`src/rtl/mult_controller_if.sv`:
```
// Purpose: control/status bundle between mult_controller, its user and the shift-add datapath.
// Latency: n/a (wires only).
// Backpressure: none; start is a level request accepted only while the controller is idle.
//
// Signals:
//   start, abort        user -> controller request / synchronous cancel
//   zero, lsb_b         datapath -> controller status flags (b == 0, b[0])
//   en_*, ld_*          controller -> datapath register enables and mux selects
//   busy, done, err     controller -> user status (done/err are one-cycle pulses)
// Modports: master = controller side, slave = user + datapath side.
interface mult_controller_if;
    logic start;
    logic abort;
    logic zero;
    logic lsb_b;
    logic en_a;
    logic ld_shift_a;
    logic en_b;
    logic ld_shift_b;
    logic en_p;
    logic ld_add_p;
    logic busy;
    logic done;
    logic err;

    modport master (
        input  start, abort, zero, lsb_b,
        output en_a, ld_shift_a, en_b, ld_shift_b, en_p, ld_add_p, busy, done, err
    );

    modport slave (
        output start, abort, zero, lsb_b,
        input  en_a, ld_shift_a, en_b, ld_shift_b, en_p, ld_add_p, busy, done, err
    );
endinterface

```
`src/rtl/mult_controller.sv`:
```
// Purpose: Moore FSM sequencing a shift-add multiplier datapath (load, test/add/shift, done).
// Latency: 3 + 2n + k cycles from start-sampling edge to done (n = MSB index of b + 1, k = popcount(b)).
// Backpressure: start is ignored while busy (not queued); abort cancels any state but IDLE/DONE.
//
// Ports: clk, clr_n (async active-low reset), ctl (mult_controller_if.master).
// Optional build macro MULT_CTRL_WATCHDOG_EN: counts SHIFT visits and forces DONE with err
// when an operation runs WIDTH shifts without the datapath reporting zero.
module mult_controller #(
    parameter int WIDTH = 4
) (
    input  logic             clk,
    input  logic             clr_n,
    mult_controller_if.master ctl
);

`ifdef MULT_CTRL_WATCHDOG_EN
    typedef enum logic [2:0] {
        S_IDLE, S_LOAD, S_TEST, S_ADD, S_SHIFT, S_DONE, S_FAULT
    } state_t;
`else
    typedef enum logic [2:0] {
        S_IDLE, S_LOAD, S_TEST, S_ADD, S_SHIFT, S_DONE
    } state_t;
`endif

    state_t state_q;
    state_t state_d;

    always_ff @(posedge clk or negedge clr_n) begin
        if (!clr_n) begin
            state_q <= S_IDLE;
        end else begin
            state_q <= state_d;
        end
    end

`ifdef MULT_CTRL_WATCHDOG_EN
    localparam int CNT_W = $clog2(WIDTH + 1);

    logic [CNT_W-1:0] shift_cnt;
    logic             wd_trip;

    // Counts shifts of the current operation; a healthy b empties within WIDTH shifts,
    // so reaching WIDTH with zero still low means the datapath or its flags are broken.
    always_ff @(posedge clk or negedge clr_n) begin
        if (!clr_n) begin
            shift_cnt <= '0;
        end else if (state_q == S_IDLE || state_q == S_LOAD) begin
            shift_cnt <= '0;
        end else if (state_q == S_SHIFT) begin
            shift_cnt <= shift_cnt + 1'b1;
        end
    end

    assign wd_trip = (shift_cnt == CNT_W'(WIDTH));
`endif

    // Next-state logic
    always_comb begin
        state_d = state_q;
        unique case (state_q)
            S_IDLE:  if (ctl.start) state_d = S_LOAD;
            S_LOAD:  state_d = S_TEST;
            S_TEST: begin
                if (ctl.zero) begin
                    state_d = S_DONE;
`ifdef MULT_CTRL_WATCHDOG_EN
                end else if (wd_trip) begin
                    state_d = S_FAULT;
`endif
                end else if (ctl.lsb_b) begin
                    state_d = S_ADD;
                end else begin
                    state_d = S_SHIFT;
                end
            end
            S_ADD:   state_d = S_SHIFT;
            S_SHIFT: state_d = S_TEST;
            S_DONE:  state_d = S_IDLE;
`ifdef MULT_CTRL_WATCHDOG_EN
            S_FAULT: state_d = S_IDLE;
`endif
            default: state_d = S_IDLE;
        endcase

        // Abort cancels mid-operation work only; once done is showing it must complete.
        if (ctl.abort && state_q != S_IDLE && state_q != S_DONE
`ifdef MULT_CTRL_WATCHDOG_EN
            && state_q != S_FAULT
`endif
        ) begin
            state_d = S_IDLE;
        end
    end

    // Moore output decode: depends on state_q only
    always_comb begin
        ctl.en_a       = 1'b0;
        ctl.ld_shift_a = 1'b0;
        ctl.en_b       = 1'b0;
        ctl.ld_shift_b = 1'b0;
        ctl.en_p       = 1'b0;
        ctl.ld_add_p   = 1'b0;
        ctl.busy       = (state_q != S_IDLE);
        ctl.done       = 1'b0;
        ctl.err        = 1'b0;
        unique case (state_q)
            S_LOAD: begin
                ctl.en_a = 1'b1;
                ctl.en_b = 1'b1;
                ctl.en_p = 1'b1;
            end
            S_ADD: begin
                ctl.en_p     = 1'b1;
                ctl.ld_add_p = 1'b1;
            end
            S_SHIFT: begin
                ctl.en_a       = 1'b1;
                ctl.ld_shift_a = 1'b1;
                ctl.en_b       = 1'b1;
                ctl.ld_shift_b = 1'b1;
            end
            S_DONE: ctl.done = 1'b1;
`ifdef MULT_CTRL_WATCHDOG_EN
            S_FAULT: begin
                ctl.done = 1'b1;
                ctl.err  = 1'b1;
            end
`endif
            default: ;
        endcase
    end

endmodule

```
`src/flat_wrapper.sv`:
```
// flat-port wrapper written by rule: the top's interface ports become plain ports
module mult_controller_flat 
#(
    parameter int WIDTH = 4
)
  (clk, clr_n, ctl_start, ctl_abort, ctl_zero, ctl_lsb_b, ctl_en_a, ctl_ld_shift_a, ctl_en_b, ctl_ld_shift_b, ctl_en_p, ctl_ld_add_p, ctl_busy, ctl_done, ctl_err);
  mult_controller_if ctl_i ();
  input  logic clk;
  input  logic clr_n;
  input wire logic [$bits(ctl_i.start)-1:0] ctl_start;
  input wire logic [$bits(ctl_i.abort)-1:0] ctl_abort;
  input wire logic [$bits(ctl_i.zero)-1:0] ctl_zero;
  input wire logic [$bits(ctl_i.lsb_b)-1:0] ctl_lsb_b;
  output wire logic [$bits(ctl_i.en_a)-1:0] ctl_en_a;
  output wire logic [$bits(ctl_i.ld_shift_a)-1:0] ctl_ld_shift_a;
  output wire logic [$bits(ctl_i.en_b)-1:0] ctl_en_b;
  output wire logic [$bits(ctl_i.ld_shift_b)-1:0] ctl_ld_shift_b;
  output wire logic [$bits(ctl_i.en_p)-1:0] ctl_en_p;
  output wire logic [$bits(ctl_i.ld_add_p)-1:0] ctl_ld_add_p;
  output wire logic [$bits(ctl_i.busy)-1:0] ctl_busy;
  output wire logic [$bits(ctl_i.done)-1:0] ctl_done;
  output wire logic [$bits(ctl_i.err)-1:0] ctl_err;
  assign ctl_i.start = ctl_start;
  assign ctl_i.abort = ctl_abort;
  assign ctl_i.zero = ctl_zero;
  assign ctl_i.lsb_b = ctl_lsb_b;
  assign ctl_en_a = ctl_i.en_a;
  assign ctl_ld_shift_a = ctl_i.ld_shift_a;
  assign ctl_en_b = ctl_i.en_b;
  assign ctl_ld_shift_b = ctl_i.ld_shift_b;
  assign ctl_en_p = ctl_i.en_p;
  assign ctl_ld_add_p = ctl_i.ld_add_p;
  assign ctl_busy = ctl_i.busy;
  assign ctl_done = ctl_i.done;
  assign ctl_err = ctl_i.err;
  mult_controller #(.WIDTH(WIDTH)) u_core (.clk(clk), .clr_n(clr_n), .ctl(ctl_i));
endmodule
```
`config.mk`:
```
export PLATFORM = sky130hd
export DESIGN_NAME = mult_controller_flat
export DESIGN_NICKNAME = d
export VERILOG_FILES = /design/src/rtl/mult_controller_if.sv /design/src/rtl/mult_controller.sv /design/src/flat_wrapper.sv
export SDC_FILE = /design/constraint.sdc
export NUM_CORES = 1
export LEC_CHECK = 0
export BUFFER_PORTS_ARGS = -buffer_cell sky130_fd_sc_hd__buf_2
export CORE_AREA = 3 3 40 42
export CTS_BUF_LIST = sky130_fd_sc_hd__clkbuf_4 sky130_fd_sc_hd__clkbuf_8
export DETAILED_ROUTE_END_ITERATION = 7
export DIE_AREA = 0 0 43 45
export PLACE_DENSITY = 0.43
export SLEW_MARGIN = 5
export SYNTH_ARGS = -nofsm -noshare
export SYNTH_HDL_FRONTEND = slang
export SYNTH_SLANG_ARGS = --single-unit
```
`constraint.sdc`:
```
create_clock -name clk -period 1.35 [get_ports clk]
set_input_delay 0.135 -clock clk [delete_from_list [all_inputs] [get_ports clk]]
set_output_delay 0.135 -clock clk [all_outputs]
set_load 0.02 [all_outputs]
```
Yosys cells after proc, flatten, opt, wreduce, memory -nomap -nowiden. Cells that the tools add are included. Widths: inputs -> output; s select.

Logic and storage cells: 24. Output and inout port bits: 9. Bits of input ports: 6. Register bits after elaboration: 3.

Eq/ne operators: 7. Reduce and logical (&&, ||, !) cells: 6. Muxes and demuxes: 10.

Operators with widths (count): $mux 3 (4); $pmux 3 s4 (1); $eq 3x2->1 const B (2); $eq 3x3->1 const B (2); $mux 1 (5); $reduce_or 2->1 (2); $eq 3x1->1 const B (1); $logic_not 3->1 (1); $ne 3x2->1 const B (1); $ne 3x3->1 const B (1); $reduce_bool 3->1 (1); $logic_and 1x1->1 (2).

Logic depth before layout (Yosys ltp).
Word-level depth: 4. Depth in mapped cells: 4. Mapped depth without buffers: 3.

Worst setup path after synthesis. No wires, ideal clock.

Path type: register -> output. From: register u_core.state_q[2]. To: output ctl_ld_shift_b. Path buffers: 2. Cell stages (with the launch flop): 4. Path slack: -0.112 ns. Arrival: 1.327 ns. Path through: dfrtp_1 > buf_2 > nor3b_1 > buf_4.

Longest elaborated chain between the ends: 2.

RTL lines: start: declaration (RTL line mult_controller.sv:26) `state_t state_q;`; start signal: assignment (RTL line mult_controller.sv:33) `state_q <= state_d;`; $eq 3x3->1; $mux 1; end: declaration (RTL line flat_wrapper.sv:17) `output wire logic [$bits(ctl_i.ld_shift_b)-1:0] ctl_ld_shift_b;`.

Every way passes these cells.

Worst setup path after layout.
From: register u_core.state_q[1]. To: output ctl_busy.

Longest elaborated chain between the ends: 1.

RTL lines: $reduce_bool 3->1 (RTL line mult_controller.sv:104) `ctl.busy = (state_q != S_IDLE);`; end: declaration (RTL line flat_wrapper.sv:20) `output wire logic [$bits(ctl_i.busy)-1:0] ctl_busy;`.

Every way passes these cells.

==> out/metrics.yaml <==
run_status:
  status: "complete, no violations"
power:
  ir_worst_vdd_uv: 335
  p_per_area_nw_per_um2: 1570
  leakagePower_nw: 0.184
yosys:
  mappedNetlistArea_um2: 245
  syn_nets: 32
  synth-xor-area-share: 0.0357
  syn_area_per_cell_um2: 9.43
  synth_top_area_frac: 0.306
  synth_cell_types: 19
  synth_top_area_cell: "dfrtp_1"
  synth_compound_area_frac: 0.133
  synthAdderAreaFrac: 0
  netlist_instances: 26
  ys_seq_area_frac: 0.306
  yosys-top-cells-count: "buf_4, dfrtp_1, and2_1, nor2b_1, nor3b_1"
  muxShareOfSynthArea: 0
  postSynth.asyncResetShare: 1.00
  ys_warn_count: 0
  synth_edf_count: 0
  synth.ff_latch_count: 3
  yosys.area_share.simple: 0.352
  synth_area_leaders: "dfrtp_1, buf_4, nor3b_1, a211oi_2, and2_1"
  synth_top_family_by_area: "simple AND/OR/NAND/NOR gates"
  synth-main-ff-cell: "dfrtp_1"
global_route:
  grt_pass1_wl_um: 938
  grt_overflow: 0
  antenna_found_initial: 0
  track_usage: 0.0692
  grt_max_degree: 10
  grt_pass1_vias: 234
worst_hold_path:
  hold_path_class: "in2reg"
clocking:
  clkLatencyLatePin_ns: 0.23
  clockBufferDepth: 2
  cts_buffers: 3
  cts.htree.levels: 1
  cts.sinks: 3
  root_buffer: "clkbuf_4"
  cts_tree: "built"
  clkTransAtPathRegs_ns: 0.04
floorplan:
  core_area_um2: 1280
  io_pins: 15
  rows: 13
  start_util: 0.191
  die_x_um: 43
  die_h_um: 45
  die_area_um2: 1940
sta:
  holdWs_ns: 0.0749
  slew_violations: 0
  min_period_ns: 1.33
  hold_viol: 0
  rsz0062_at_grt: "yes"
  skew_ns: 0.00330
  max_freq_mhz: 752
  finalSetupViolCount: 0
  setup_ws_ns: 0.0199
  finalCritPeriodShare: 0.985
routing:
  remaining_drc_errors: 0
  final_antenna_net_count: 0
  drtIter0Drc: 3
  wl_per_cell_um: 10.4
  via_per_inst: 3.95
  route.vias.total: 225
  routed_wl_um: 590
  dr.pass1.iters: 3
run:
  drv_cap: 0
setup_path:
  critPathCaptureType: "primary output"
  path_class: "reg2out"
  rrSetupSlack_ns: 0.15
  crit_end: "ctl_busy"
  required_ns: 1.22
  setup.worst_path.start: "u_core.state_q[1]$_DFFE_PN0P_"
  r2r-start: "u_core.state_q[0]$_DFFE_PN0P_"
  cp_data_arrival_time_ns: 1.20
  path_max_fanout: 7
  r2r_cells: 4
  r2r_end: "u_core.state_q[1]$_DFFE_PN0P_"
  critPathLaunchType: "flip-flop"
layout:
  largest-register: "u_core.state_q"
  final_nets: 49
  num_antenna_cells: 0
  largest_reg_flops: 3
  syn_to_final_growth_pct: 47.4
  top_regs: "u_core.state_q (3)"
  final_area_um2: 362
  layout-drive-gt1-share: 0.643
placement:
  place_area_um2: 295
  portBuffers: 13
  pre_cts_ws_ns: 0.198
  place_congestion: 0.709
area by class of cell:
type,instances,area [um^2]
clock buffer,4,30.0
fill,146,923
multi-input combinational,18,136
sequential,3,78.8
tap,15,18.8
timing repair buffer,17,97.6
logic make-up (layout without fill, tap and decap cells):
group | Yosys count | in the layout
buffers and inverters | 5 | 21
other | 1 | 1
xor gates and xnor gates | 1 | 1
AOI/OAI and AO/OA | 4 | 4
DFF | 3 | 3
and+or+nand+nor | 12 | 12
power by group:
group          internal (W)  leakage, nW  switching, W
clock network      0.000131       0.0184     0.0000445
logic              0.000109        0.130      0.000142
registers          0.000110       0.0354     0.0000302
total              0.000350        0.184      0.000216
metal layers:
metal,GRT usage,up-vias,share of wire
met5,0,-,0
met4,0.0723,0,0.020
met3,0.0239,2,0.090
met2,0.0958,13,0.47
met1,0.0797,97,0.42
li1,-,113,-
repair_timing:
item	CTS	global route
endpoints found under the setup margin	3	3
gates cloned	0	0
endpoints found under the hold margin	3	0
setup buffers	1	2
gates resized for setup	3	0
hold buffers	1	0
worst max-delay path, cell delays in order, from the launching register on:
cell and delay [ns]:
dfrtp_2 0.44, or3_1 0.36, buf_2 0.17
cells in the final DEF (no fill, tap or decap):
master	n
a211oi_1	1
a211oi_2	1
and2_1	2
and2b_1	1
buf_2	13
buf_4	3
clkbuf_4	4
conb_1	1
dfrtp_2	3
dlygate4sd3_1	1
nand2b_1	1
nor2_1	1
nor2b_1	2
nor3_2	1
nor3b_1	1
nor3b_2	2
o21a_1	1
o21ai_1	1
or3_1	1
xnor2_1	1
worst min-delay path by stage:
stage,slack (ns),cells after the start,to,startpoint
6_report,0.07,2,u_core.state_q[1]$_DFFE_PN0P_,ctl_abort
5_1_grt,0.08,2,u_core.state_q[1]$_DFFE_PN0P_,ctl_abort
4_1_cts,0.07,2,u_core.state_q[1]$_DFFE_PN0P_,ctl_abort
3_5_place_dp,-0.07,1,u_core.state_q[1]$_DFFE_PN0P_,clr_n
3_3_place_gp,-0.07,1,u_core.state_q[1]$_DFFE_PN0P_,clr_n
2_1_floorplan,-0.16,0,u_core.state_q[0]$_DFFE_PN0P_,clr_n
per-stage QoR:
stage | utilization | setup TNS [ns] | cells | total power [W]
after global routing | 0.281 | -0.0154 | 57 | 0.000602
final | 0.281 | 0 | 57 | 0.000567
after global placement | 0.230 | 0 | 49 | 0.000358
after floorplan | - | 0 | 26 | 0.000327
after CTS | 0.270 | -0.00929 | 55 | 0.000553
after detailed placement | 0.230 | 0 | 49 | 0.000360
Power figures use the tool's default switching activity.
